### src/rtl/gcd_controller.sv
// Control FSM for a subtractive 16-bit GCD datapath: operand intake, subtract loop, result handshake.
// Defining GCD_TIMEOUT_EN adds an iteration limit (MAX_ITER) that ends the loop with err=1.
module gcd_controller #(
  parameter int unsigned CNT_W    = 16,
  parameter int unsigned MAX_ITER = 65535
) (
  input  logic             clk,
  input  logic             rst,
  input  logic             in_valid,
  output logic             in_ready,
  output logic             out_valid,
  input  logic             out_ready,
  output logic             busy,
  output logic             err,
  output logic [CNT_W-1:0] iter_cnt,
  input  logic             gt,
  input  logic             lt,
  input  logic             eq,
  output logic             ldA,
  output logic             ldB,
  output logic             sel1,
  output logic             sel2,
  output logic             sel_in
);

  typedef enum logic [1:0] {
    S_IDLE    = 2'd0,
    S_LOAD_B  = 2'd1,
    S_COMPUTE = 2'd2,
    S_DONE    = 2'd3
  } state_t;

  state_t           state_q, state_d;
  logic [CNT_W-1:0] cnt_q, cnt_d, cnt_inc;
  logic             flag_gt, flag_lt, flag_eq;
  logic             in_ready_c, out_valid_c, busy_c;
  logic             lda_c, ldb_c, sel1_c, sel2_c, sel_in_c;

  if ((longint'(MAX_ITER) >> CNT_W) != 0) begin : g_max_iter_too_wide
    $error("MAX_ITER does not fit in CNT_W bits");
  end

  // Only a single asserted flag is acted on; illegal/unknown combinations stall.
  assign flag_gt = gt & ~lt & ~eq;
  assign flag_lt = lt & ~gt & ~eq;
  assign flag_eq = eq & ~gt & ~lt;

  assign cnt_inc = (cnt_q == {CNT_W{1'b1}}) ? cnt_q : cnt_q + CNT_W'(1);

`ifdef GCD_TIMEOUT_EN
  localparam logic [CNT_W-1:0] MAX_CNT = CNT_W'(MAX_ITER);
  logic err_q, err_d, timeout_hit;
  assign timeout_hit = (cnt_q == MAX_CNT) && !eq;
`endif

  always_comb begin
    state_d     = state_q;
    cnt_d       = cnt_q;
    in_ready_c  = 1'b0;
    out_valid_c = 1'b0;
    busy_c      = 1'b0;
    lda_c       = 1'b0;
    ldb_c       = 1'b0;
    sel1_c      = 1'b0;
    sel2_c      = 1'b0;
    sel_in_c    = 1'b0;
`ifdef GCD_TIMEOUT_EN
    err_d       = err_q;
`endif
    unique case (state_q)
      S_IDLE: begin
        in_ready_c = 1'b1;
        sel_in_c   = 1'b1;
        lda_c      = in_valid;
        if (in_valid) begin
          state_d = S_LOAD_B;
          cnt_d   = '0;
        end
      end
      S_LOAD_B: begin
        busy_c     = 1'b1;
        in_ready_c = 1'b1;
        sel_in_c   = 1'b1;
        ldb_c      = in_valid;
        if (in_valid) state_d = S_COMPUTE;
      end
      S_COMPUTE: begin
        busy_c = 1'b1;
        if (flag_eq) begin
          state_d = S_DONE;
        end
`ifdef GCD_TIMEOUT_EN
        else if (timeout_hit) begin
          state_d = S_DONE;
          err_d   = 1'b1;
        end
`endif
        else if (flag_gt) begin
          // A <= A - B
          lda_c  = 1'b1;
          sel1_c = 1'b1;
          cnt_d  = cnt_inc;
        end else if (flag_lt) begin
          // B <= B - A
          ldb_c  = 1'b1;
          sel2_c = 1'b1;
          cnt_d  = cnt_inc;
        end
      end
      S_DONE: begin
        busy_c      = 1'b1;
        out_valid_c = 1'b1;
        if (out_ready) begin
          state_d = S_IDLE;
`ifdef GCD_TIMEOUT_EN
          err_d   = 1'b0;
`endif
        end
      end
      default: state_d = S_IDLE;
    endcase
  end

  always_ff @(posedge clk) begin
    if (rst) begin
      state_q <= S_IDLE;
      cnt_q   <= '0;
    end else begin
      state_q <= state_d;
      cnt_q   <= cnt_d;
    end
  end

`ifdef GCD_TIMEOUT_EN
  always_ff @(posedge clk) begin
    if (rst) err_q <= 1'b0;
    else     err_q <= err_d;
  end
`endif

  // Reset masks every output combinationally, so nothing leaks during the rst cycle.
  assign in_ready  = in_ready_c  & ~rst;
  assign out_valid = out_valid_c & ~rst;
  assign busy      = busy_c      & ~rst;
  assign ldA       = lda_c       & ~rst;
  assign ldB       = ldb_c       & ~rst;
  assign sel1      = sel1_c      & ~rst;
  assign sel2      = sel2_c      & ~rst;
  assign sel_in    = sel_in_c    & ~rst;
  assign iter_cnt  = rst ? '0 : cnt_q;

`ifdef GCD_TIMEOUT_EN
  assign err = err_q & out_valid;
`else
  assign err = 1'b0;
`endif

endmodule

### config.mk
export PLATFORM = sky130hd
export DESIGN_NAME = gcd_controller
export DESIGN_NICKNAME = d
export VERILOG_FILES = /design/src/rtl/gcd_controller.sv
export SDC_FILE = /design/constraint.sdc
export NUM_CORES = 1
export LEC_CHECK = 0
export CAP_MARGIN = 20
export CORE_MARGIN = 2
export CORE_UTILIZATION = 49
export CTS_CLUSTER_DIAMETER = 60
export DETAILED_ROUTE_END_ITERATION = 7
export PLACE_DENSITY = 0.8
export SYNTH_ARGS = -nofsm -noshare
export SYNTH_HDL_FRONTEND = slang
export SYNTH_SLANG_ARGS = --single-unit
### constraint.sdc
create_clock -name clk -period 1.9 [get_ports clk]
set_input_delay 0.475 -clock clk [delete_from_list [all_inputs] [get_ports clk]]
set_output_delay 0.475 -clock clk [all_outputs]
set_load 0.02 [all_outputs]
Yosys cells after proc, flatten, opt, wreduce, memory -nomap -nowiden
Cells that the tools add are included.
{ "totals": {"regBits": 18, "in_bits": 7, "output_inout_bits": 25, "word_cells": 60} }
{ "op_classes": {"add_sub_neg": 1, "n_eq_ne": 10, "n_mux": 24, "n_bitwise": 17, "reduce_logical": 6} }
{ "op_table": {"columns": ["operator", "count"], "rows": [
  ["$mux W16", 6],
  ["$pmux W16 S2", 1],
  ["$add A16 B1 Y16 const B", 1],
  ["$eq A16 B16 Y1 const B", 1],
  ["$and A1 B1 Y1", 13],
  ["$mux W1", 10],
  ["$ne A2 B2 Y1 const B", 5],
  ["$mux W2", 4],
  ["$pmux W2 S4", 1],
  ["$reduce_and A4 Y1", 2],
  ["$eq A2 B2 Y1 const B", 2],
  ["$not A1 Y1", 4],
  ["$pmux W1 S2", 2],
  ["$ne A3 B3 Y1 const B", 1],
  ["$reduce_or A3 Y1", 1],
  ["$eq A2 B1 Y1 const B", 1],
  ["$logic_not A2 Y1", 1],
  ["$reduce_bool A2 Y1", 1],
  ["$reduce_or A2 Y1", 1]
]} }

Depth between registers and ports, before layout
Gate-level depths: netlist (run 1).
{ "logic_depth": {"word_depth": 8, "mapped_depth": 8, "ltp_nobuf": 7} }

Worst setup path after synthesis (run 1)
No wires, ideal clock.
{ "synth_timing": {"path_type": "input port to output port", "start": "input rst", "end": "output ldB", "t_arrival_ns": 2.051, "t_required_ns": 1.425, "setup_slack_ns": -0.626, "stages": 4, "path_buffers": 1, "cell_sequence": "clkbuf_1 > nand2b_1 > nor4b_1 > o21a_1"} }
{ "synth_via": {"elab_chain_len": 2} }
{ "synth_rtl": {"columns": ["item", "line", "source"], "rows": [
  ["start, declared", "8", "input logic rst,"],
  ["$not A1 Y1", "146", "assign ldB = ldb_c & ~rst;"],
  ["$and A1 B1 Y1", "146", null],
  ["end, declared", "20", "output logic ldB,"]
]} }
Every way passes these cells.

Worst setup path after layout (run 1)
{ "layout_timing": {"start": "register state_q[0]", "end": "output ldA"} }
{ "layout_via": {"elab_chain_len": 3, "elab_cells_between_ends": 4, "classes_between": "eq/ne (1); mux (1); bitwise (1); reduce/logical (1)"} }
{ "layout_rtl": {"columns": ["item", "line", "source"], "rows": [
  ["start, declared", "33", "state_t state_q, state_d;"],
  ["start signal, assigned", "129", "state_q <= state_d;"],
  ["$eq A2 B2 Y1 / $logic_not A2 Y1 (equally long branches)", "70", "unique case (state_q)"],
  ["$pmux W1 S2 *", "70", null],
  ["$and A1 B1 Y1 *", "145", "assign ldA = lda_c & ~rst;"],
  ["end, declared", "19", "output logic ldA,"]
]} }
Mark *: on every way between the ends. The rest lies on a longest branch, timed or not.

==> results of run 1 <==
==> critical path: stages, from the launching register on <==
cell,delay (ns)
dfxtp_2,0.35
inv_2,0.07
ha_4,0.14
nand2b_4,0.08
nor4b_4,0.24
o21bai_2,0.16
buf_4,0.15
==> what timing repair did <==
action	4_1_cts	5_1_grt
setup buffers	0	3
gates cloned	0	0
gates resized for setup	79	39
setup endpoints to repair	40	37
pin swaps	5	7
==> stage by stage <==
stage | area, um^2 | worst slack [ns] | util [%] | instances
floorplan | 1340 | -0.0204 | - | 157
global placement | 1830 | -0.715 | 73.9 | 237
detailed placement | 1830 | -0.722 | 73.9 | 237
CTS | 1910 | -0.101 | 77.2 | 241
global route | 1990 | -0.131 | 80.2 | 244
finish | 1990 | -0.0781 | 80.2 | 244
==> power by group <==
group	leakage, nW	switching (mW)	total (mW)	internal (mW)
Sequential	0.146	0.0225	0.431	0.409
Combinational	0.692	0.515	0.985	0.470
Clock	0.0210	0.135	0.252	0.117
Total	0.859	0.672	1.67	0.996
==> metal layers <==
layer  track usage (%)  routed length, um  vias up
met4              5.92                 88        0
met2              41.2               2130       58
met1              30.4               1620      709
li1                  -                  -      676
met3              3.51                214       13
met5                 0                  0        -
==> worst min-delay path by stage <==
stage          depth (start not counted)                   start                      to  slack, ns
3_3_place_gp                           1  cnt_q[10]$_SDFFE_PP0P_  cnt_q[10]$_SDFFE_PP0P_       0.47
3_5_place_dp                           1  cnt_q[10]$_SDFFE_PP0P_  cnt_q[10]$_SDFFE_PP0P_       0.48
2_1_floorplan                          1  cnt_q[10]$_SDFFE_PP0P_  cnt_q[10]$_SDFFE_PP0P_       0.45
5_1_grt                                1  cnt_q[10]$_SDFFE_PP0P_  cnt_q[10]$_SDFFE_PP0P_       0.53
6_report                               1  cnt_q[10]$_SDFFE_PP0P_  cnt_q[10]$_SDFFE_PP0P_       0.50
4_1_cts                                1  cnt_q[10]$_SDFFE_PP0P_  cnt_q[10]$_SDFFE_PP0P_       0.50
==> cell type report <==
class / instances / area [um^2] / area share, %
Sequential cell: 18 / 365 / 18.4
Inverter: 5 / 21.3 / 1.07
Tap cell: 30 / 37.5 / 1.89
Multi-Input combinational cell: 125 / 1030 / 51.9
Clock buffer: 4 / 36.3 / 1.83
Timing Repair Buffer: 62 / 495 / 25.0
==> registers in the layout, summed over array words and instances, names as in the netlist <==
register and flops:
cnt_q 16, state_q 2
==> Yosys cell counts (all sizes together), types with 2 or more instances <==
| library cell | count |
|---|---|
| a21oi | 5 |
| a31oi | 7 |
| a32o | 2 |
| and2 | 2 |
| and3 | 6 |
| and4 | 3 |
| buf | 6 |
| clkbuf | 3 |
| dfxtp | 18 |
| ha | 5 |
| inv | 5 |
| mux2i | 3 |
| nand2 | 13 |
| nand2b | 2 |
| nand3 | 8 |
| nand3b | 4 |
| nand4 | 2 |
| nor2 | 19 |
| nor2b | 16 |
| nor3 | 3 |
| nor4b | 2 |
| o2111ai | 4 |
| o21ai | 2 |
| xnor2 | 3 |
| xor2 | 3 |
==> cell families after synthesis <==
logic type | synth area share, %
and+or+nand+nor | 37.5
buffers and inverters | 5.83
muxes | 3.50
other | 0.291
DFF | 28.0
xor gates and xnor gates | 4.08
adders and majority gates | 4.86
AOI/OAI and AO/OA | 15.9
==> placed cells by master, fill, tap and decap left out, types with 4 or more instances in the layout <==
cell,netlist,layout
nand2_1,12,12
buf_4,4,29
a31oi_1,7,5
nor2b_1,16,16
nor2_1,19,18
clkbuf_2,0,8
nand3b_1,4,4
dfxtp_1,18,16
dlygate4sd2_1,0,7
nand3_1,7,7
and3_1,6,6
clkdlybuf4s15_1,0,5
buf_6,1,9
a21oi_1,5,4
==> results.py, run 1 <==
metrics = {
    "yosys": {
        "ys_seq_elements": 18,
        "seq_area_frac_synth_pct": 28.0,
        "yosysTopAreaCell": "dfxtp_1",
        "synth.avg_cell_area_um2": 8.20,
        "synth_area_leaders": "dfxtp_1 (28%), nor2b_1 (7.8%), nor2_1 (5.5%)",
        "syn_inst": 157,
        "async_reset_ff_share_pct": 0,
        "synth_edf_count": 0,
        "synth.distinct_cells": 44,
        "ys.warnings.count": 0,
        "yosys.area.top_type_share_pct": 28.0,
        "netlist_area_um2": 1290,
        "synth_ff_type": "dfxtp_1",
        "syn_nets": 169,
    },
    "cts": {
        "cts_hold_buffers": 0,
        "cts-htree-levels": 1,
        "cts_tree": "built",
        "insertion_delay_ns": 0.31,
        "clockBufferDepth": 2,
        "cts_buffers": 3,
        "clkSinkCount": 18,
        "cts-root-buf": "clkbuf_4",
        "clkTransAtPathRegs_ns": 0.12,
    },
    "timing": {
        "finalCritPeriodShare_pct": 104,
        "rsz0062_at_grt": "true",
        "setup_violations": 7,
        "hold_violations": 0,
        "tns_ns": -0.253,
        "worst_slack_ns": -0.0781,
        "clock.fmax_mhz": 506,
        "post-route-min-period_ns": 1.98,
        "slew_viol_final": 0,
        "holdWs_ns": 0.497,
        "skew_ns": 0.0133,
    },
    "worst_hold_path": {
        "hp-class": "reg -> reg",
    },
    "critical_path": {
        "cp_data_required_time_ns": 1.42,
        "reg2reg_from": "state_q[1]$_SDFFE_PP0P_",
        "crit_path_max_fanout": 3,
        "reg2reg_to": "cnt_q[15]$_SDFFE_PP0P_",
        "worstPathArrival_ns": 1.50,
        "crit_end": "ldA",
        "crit_path_end_kind": "primary output",
        "r2r_cells": 10,
        "worstSetupPathType": "reg -> out",
        "cp-startpoint": "state_q[0]$_SDFFE_PP0P_",
        "worstSetupStartpointType": "flip-flop",
        "rrSetupSlack_ns": -0.03,
    },
    "grt": {
        "antenna_found_initial": 0,
        "grt_pass1_wl_um": 5960,
        "gr-total-overflow": 0,
        "grt.total_usage_pct": 23.6,
        "grt_max_degree": 18,
        "grt_pass1_vias": 1302,
    },
    "die": {
        "fp.dieH_um": 55.3,
        "core_um2": 2480,
        "initial_core_util_pct": 52.0,
        "die-area_um2": 3050,
        "fp.dieW_um": 55.3,
        "io_pins": 32,
        "core.rowCount": 18,
    },
    "place": {
        "portBuffers": 30,
        "place_hpwl_um": 2680,
        "gp_congestion": 0.880,
    },
    "layout": {
        "final_nets": 227,
        "area_growth_pct": 54.2,
        "drive_gt1_share_pct": 39.3,
        "n_antenna_cell": 0,
        "fillerInstances": 158,
    },
    "routing": {
        "drt_pass1_iterations": 4,
        "routed_via_density": 5.97,
        "routed-via-count": 1456,
        "drc": 0,
        "post_drt_wl_per_cell_um": 16.6,
        "drt_iter0_markers": 74,
        "route.antenna.remaining_nets": 0,
        "wirelength_um": 4050,
    },
    "status": {
        "violations": "setup timing",
        "status": "finished, violations left",
    },
    "pwr": {
        "power.leakage_nw": 0.859,
        "peakVddDrop_mv": 1.13,
        "power_mw": 1.67,
        "cellPowerDensity_nw_per_um2": 840,
    },
    "job": {
        "drv_cap": 0,
    },
}
(Power assumes the default switching activity.)
==> run 2, diff against run 1 <==
- CORE_UTILIZATION: 49 -> 25
- PLACE_DENSITY: 0.8 -> not set
- SLEW_MARGIN: not set -> 15
==> run 2 against run 1 <==
Against the previous run: the run still ends with setup timing left; total power down 3.5%; cell count is 19% higher; flip-flop and latch count stayed put; clock skew shrank 0.011 ns; sequential share of layout area fell by 0.34 points.
==> results.py, run 2 (synthesis gave the netlist of run 1 again) <==
metrics = {
    "timing": {
        "setup_violations": 2,
        "post-route-min-period_ns": 1.93,
        "finalCritPeriodShare_pct": 102,
        "rsz0062_at_grt": "true",
        "hold_violations": 0,
        "clock.fmax_mhz": 517,
        "holdWs_ns": 0.492,
        "slew_viol_final": 0,
        "skew_ns": 0.00236,
        "tns_ns": -0.0539,
        "worst_slack_ns": -0.0338,
    },
    "routing": {
        "post_drt_wl_per_cell_um": 12.0,
        "wirelength_um": 3480,
        "routed_via_density": 4.65,
        "drc": 0,
        "routed-via-count": 1348,
        "route.antenna.remaining_nets": 0,
        "drt_pass1_iterations": 4,
        "drt_iter0_markers": 36,
    },
    "die": {
        "io_pins": 32,
        "die-area_um2": 5740,
        "core.rowCount": 26,
        "fp.dieH_um": 75.8,
        "core_um2": 5040,
        "fp.dieW_um": 75.8,
        "initial_core_util_pct": 25.5,
    },
    "critical_path": {
        "crit_path_end_kind": "primary output",
        "path_depth": 5,
        "r2r_cells": 9,
        "worstSetupStartpointType": "input pin",
        "crit_path_max_fanout": 3,
        "reg2reg_from": "state_q[1]$_SDFFE_PP0P_",
        "cp-startpoint": "rst",
        "path_cells": "dlygate4sd2_1 > nand2b_4 > nor4b_4 > o21bai_4 > buf_6",
        "critPathMaxStageDelay_ns": 0.27,
        "slowest_stage": "nor4b_4",
        "cp_data_required_time_ns": 1.42,
        "worstPathArrival_ns": 1.46,
        "worstSetupPathType": "in -> out",
        "crit_family": "simple AND/OR/NAND/NOR gates",
        "critPathBufInv": 2,
    },
    "cts": {
        "clkSinkCount": 18,
        "clkTransAtPathRegs_ns": 0.07,
        "cts-htree-levels": 1,
        "cts-root-buf": "clkbuf_8",
        "cts_tree": "built",
        "clockBufferDepth": 2,
        "insertion_delay_ns": 0.25,
        "cts_buffers": 3,
    },
    "layout": {
        "final_nets": 233,
        "regArea_um2": 363,
        "drive_gt1_share_pct": 40.9,
        "n_antenna_cell": 0,
        "largest_register_ffs": 16,
        "reg_top3": "cnt_q: 16 flops, state_q: 2 flops",
        "multi_input_area_um2": 965,
        "final_common_cell": "buf_4",
        "fillerInstances": 533,
        "layout_common_cells": "buf_4 (38), nor2_1 (18), nor2b_1 (16), dfxtp_1 (16), buf_2 (15)",
        "area_growth_pct": 56.1,
        "fin_util_pct": 39.9,
        "regMostFlops": "cnt_q",
    },
    "grt": {
        "gr-total-overflow": 0,
        "antenna_found_initial": 0,
        "grt_pass1_vias": 1303,
        "grt_pass1_wl_um": 5760,
        "grt.total_usage_pct": 12.9,
        "grt_max_degree": 23,
    },
    "worst_hold_path": {
        "whs_path_depth": 1,
        "hp-class": "reg -> reg",
        "hold_start": "cnt_q[10]$_SDFFE_PP0P_",
    },
    "place": {
        "dp_slack_ns": -0.720,
        "place_hpwl_um": 2560,
        "gp_congestion": 0.830,
        "portBuffers": 30,
    },
    "status": {
        "violations": "setup timing",
        "status": "finished, violations left",
    },
    "pwr": {
        "power_mw": 1.61,
        "peakVddDrop_mv": 0.324,
        "cellPowerDensity_nw_per_um2": 801,
        "power.leakage_nw": 0.910,
    },
    "job": {
        "drv_cap": 0,
    },
}
[run 2: cell count changes in the layout (fill, tap and decap cells not counted), sizes merged]
cell / before / now
buf: 41 / 59
clkbuf: 12 / 4
clkdlybuf4s15: 5 / 2
dlygate4sd2: 7 / 6
[run 2: path summary, 6_finish.rpt]
path	to	slack (ns)
max reg2reg	cnt_q[1]$_SDFFE_PP0P_	0.05
min	cnt_q[10]$_SDFFE_PP0P_	0.49
max	ldA	-0.03
min reg2reg	cnt_q[10]$_SDFFE_PP0P_	0.49
[run 2: per-layer routing]
| layer | up-vias | routed length (um) | GRT usage [%] |
|---|---|---|---|
| li1 | 686 | - | - |
| met1 | 631 | 1640 | 16.4 |
| met2 | 25 | 1630 | 21.6 |
| met3 | 6 | 175 | 3.70 |
| met4 | 0 | 34 | 2.92 |
| met5 | - | 0 | 0 |
[run 2: repair_timing]
item | 4_1_cts | 5_1_grt
pin swaps | 6 | 2
hold buffers | 0 | 0
buffers inserted | 2 | 3
cloned | 0 | 0
resized for setup | 102 | 20
setup endpoints to repair | 40 | 25
[run 2: worst register-to-register path: stages (launching register included)]
cell,delay (ns)
dfxtp_2,0.35
buf_4,0.12
inv_2,0.05
ha_4,0.17
mux2i_4,0.19
nor3_4,0.24
buf_4,0.16
o21ai_4,0.07
o21ai_2,0.08
mux2_4,0.31
[run 2: power breakdown]
part           internal, mW  leakage, nW  switching, mW  total [mW]
Sequential            0.405        0.146         0.0163       0.421
Combinational         0.422        0.736          0.451       0.873
Clock                 0.184       0.0288          0.132       0.316
Total                  1.01        0.910          0.599        1.61
[run 2: final cells by class]
class / instances / share of cell area, %
multi-input combinational: 125 / 48.0
timing repair buffer: 68 / 25.9
sequential: 18 / 18.1
tap: 70 / 4.36
clock buffer: 4 / 2.74
inverter: 5 / 0.934
[run 2: per-stage QoR]
step | cells | cell area, um^2
final | 290 | 2010
after global routing | 290 | 2010
after CTS | 287 | 2020
after detailed placement | 282 | 1930
after global placement | 282 | 1930
after floorplan | 157 | 1340
==> run 3, diff against run 2 <==
--- a/config.mk
+++ b/config.mk
@@ -8,7 +8,8 @@
 export CAP_MARGIN = 20
 export CORE_MARGIN = 2
-export CORE_UTILIZATION = 25
+export CORE_UTILIZATION = 52
 export CTS_CLUSTER_DIAMETER = 60
 export DETAILED_ROUTE_END_ITERATION = 7
+export PLACE_DENSITY = 0.84
 export SLEW_MARGIN = 15
 export SYNTH_ARGS = -nofsm -noshare
==> constraint.sdc (replaced) <==
create_clock -name clk -period 2.3 [get_ports clk]
set_input_delay 0.46 -clock clk [delete_from_list [all_inputs] [get_ports clk]]
set_output_delay 0.46 -clock clk [all_outputs]
set_load 0.02 [all_outputs]
==> run 3 against run 2 <==
Against the previous run: the run now ends clean; sequential share of layout area grew 3.7 points; flip-flop and latch count is the same; global-route usage grew 10 points; die area shrank 50%; cell count shrank 24%; wire length shrank 10%; total power shrank 36%; core utilization grew 29 points; clock skew grew 0.011 ns; largest power group unchanged; worst setup slack gained 0.12 ns; first-iteration DRC count grew 11%.
==> results.py, run 3 (synthesis gave the netlist of run 1 again) <==
metrics = {
    "timing": {
        "finalCritPeriodShare_pct": 96.2,
        "max_slew.worst_pin.slew_ns": 0.519,
        "worst_slack_ns": 0.0869,
        "timing.slew.headroom_pct": 65.3,
        "post-route-min-period_ns": 2.21,
        "skew_ns": 0.0133,
        "clock.fmax_mhz": 452,
        "rsz0062_at_grt": "true",
        "hold_violations": 0,
        "holdWs_ns": 0.497,
        "setup_violations": 0,
        "slew_viol_final": 0,
    },
    "pwr": {
        "cellPowerDensity_nw_per_um2": 625,
        "pwr-share-comb_pct": 45.6,
        "intPower_mw": 0.616,
        "power.leakage_nw": 0.787,
        "p_clk_share_pct": 20.5,
        "netSwitchingPower_mw": 0.417,
        "power_mw": 1.03,
        "switching_share_pct": 40.4,
        "peakVddDrop_mv": 0.623,
        "seq_power_share_pct": 33.9,
    },
    "die": {
        "initial_core_util_pct": 53.4,
        "core_um2": 2410,
        "io_pins": 32,
        "fp.dieH_um": 53.8,
        "fp.dieW_um": 53.8,
        "die-area_um2": 2890,
        "core.rowCount": 18,
    },
    "place": {
        "place_hpwl_um": 2310,
        "portBuffers": 30,
        "postPlaceCellArea_um2": 1650,
        "dp_slack_ns": -0.333,
        "gp_congestion": 0.861,
    },
    "critical_path": {
        "reg2reg_to": "cnt_q[3]$_SDFFE_PP0P_",
        "critPathMaxStageDelay_ns": 0.42,
        "rrSetupSlack_ns": 0.27,
        "path_cells": "clkdlybuf4s50_1 > nand2b_1 > nor4b_2 > clkdlybuf4s15_1",
        "r2r_cells": 6,
        "crit_path_end_kind": "primary output",
        "worstSetupStartpointType": "input pin",
        "cp_data_required_time_ns": 1.84,
        "crit_family": "buffers and inverters",
        "worstPathArrival_ns": 1.75,
        "crit_path_max_fanout": 3,
        "worstSetupPathType": "in -> out",
        "critPathBufInv": 2,
        "reg2reg_from": "cnt_q[0]$_SDFFE_PP0P_",
        "slowest_stage": "clkdlybuf4s50_1",
    },
    "layout": {
        "largest_register_ffs": 16,
        "final_common_cell": "nor2_1",
        "regMostFlops": "cnt_q",
        "reg_top3": "cnt_q: 16 flops, state_q: 2 flops",
        "final_nets": 204,
        "drive_gt1_share_pct": 14.1,
        "area_growth_pct": 28.4,
        "layout_common_cells": "nor2_1 (19), dfxtp_1 (18), dlygate4sd2_1 (18), nor2b_1 (16), nand2_1 (12)",
        "post-route-cell-area_um2": 1650,
        "fin_util_pct": 68.6,
        "n_antenna_cell": 0,
    },
    "grt": {
        "grt_pass1_vias": 1113,
        "grt.total_usage_pct": 23.2,
        "antenna_found_initial": 0,
        "grt_pass1_wl_um": 4930,
        "gr-total-overflow": 0,
        "grt_max_degree": 27,
    },
    "cts": {
        "cts_buffers": 3,
        "clkTransAtPathRegs_ns": 0.12,
        "insertion_delay_ns": 0.31,
        "clockBufferDepth": 2,
        "clkSinkCount": 18,
        "cts-root-buf": "clkbuf_4",
        "cts-htree-levels": 1,
        "cts_setup_buffers": 0,
        "cts_tree": "built",
    },
    "routing": {
        "drt_pass1_iterations": 4,
        "drt_iter0_markers": 40,
        "wirelength_um": 3120,
        "routed_via_density": 5.68,
        "routed-via-count": 1256,
        "route.antenna.remaining_nets": 0,
        "drc": 0,
        "post_drt_wl_per_cell_um": 14.1,
    },
    "worst_hold_path": {
        "hold_start": "cnt_q[10]$_SDFFE_PP0P_",
        "whs_path_depth": 1,
        "min_to": "cnt_q[10]$_SDFFE_PP0P_",
        "hp-class": "reg -> reg",
    },
    "status": {
        "status": "finished clean",
    },
    "job": {
        "drv_cap": 0,
    },
}
[run 3: cell types whose count changed in the layout (fill, tap and decap cells not counted), sizes merged]
cell,previous run,this run
buf,59,9
clkbuf,4,7
clkdlybuf4s15,2,1
clkdlybuf4s50,1,6
dlygate4sd2,6,18
dlymetal6s2s,0,2
[run 3: per-stage QoR]
stage	TNS [ns]	instances
6_report	0	221
5_1_grt	-0.00524	221
4_1_cts	-0.0641	221
3_5_place_dp	-1.61	217
3_3_place_gp	-1.27	217
2_1_floorplan	0	157
[run 3: how the worst max path moves through the flow]
stage | start | end | slack (ns) | depth (start not counted)
floorplan | rst | ldB | 0.12 | 4
global route | state_q[0]$_SDFFE_PP0P_ | ldA | -0.005 | 6
global placement | rst | ldB | -0.30 | 5
finish | rst | sel2 | 0.09 | 4
CTS | rst | ldB | -0.06 | 5
detailed placement | rst | ldB | -0.33 | 5
[run 3: final cells by class]
cell class / instances / area, um^2
Timing Repair Buffer: 39 / 335
Multi-Input combinational cell: 125 / 865
Tap cell: 30 / 37.5
Sequential cell: 18 / 360
Clock buffer: 4 / 36.3
Inverter: 5 / 18.8
Fill cell: 216 / 757
[run 3: what timing repair did]
item,CTS,global route
hold buffers,0,0
setup endpoints to repair,22,6
gates resized for setup,24,7
[run 3: per-layer routing]
layer | vias up | part of all wire, % | GRT usage [%]
li1 | 626 | - | -
met4 | 0 | 0.74 | 7.26
met3 | 4 | 3.6 | 5.28
met1 | 603 | 47 | 30.8
met2 | 23 | 49 | 37.0
met5 | - | 0 | 0
[run 3: power by group through the flow]
stage               Sequential [mW]  Combinational, mW  Clock, mW
floorplan                     0.353              0.330          0
CTS                           0.350              0.473      0.213
global route                  0.352              0.514      0.226
global placement              0.355              0.478          0
detailed placement            0.358              0.488          0
finish                        0.350              0.471      0.212
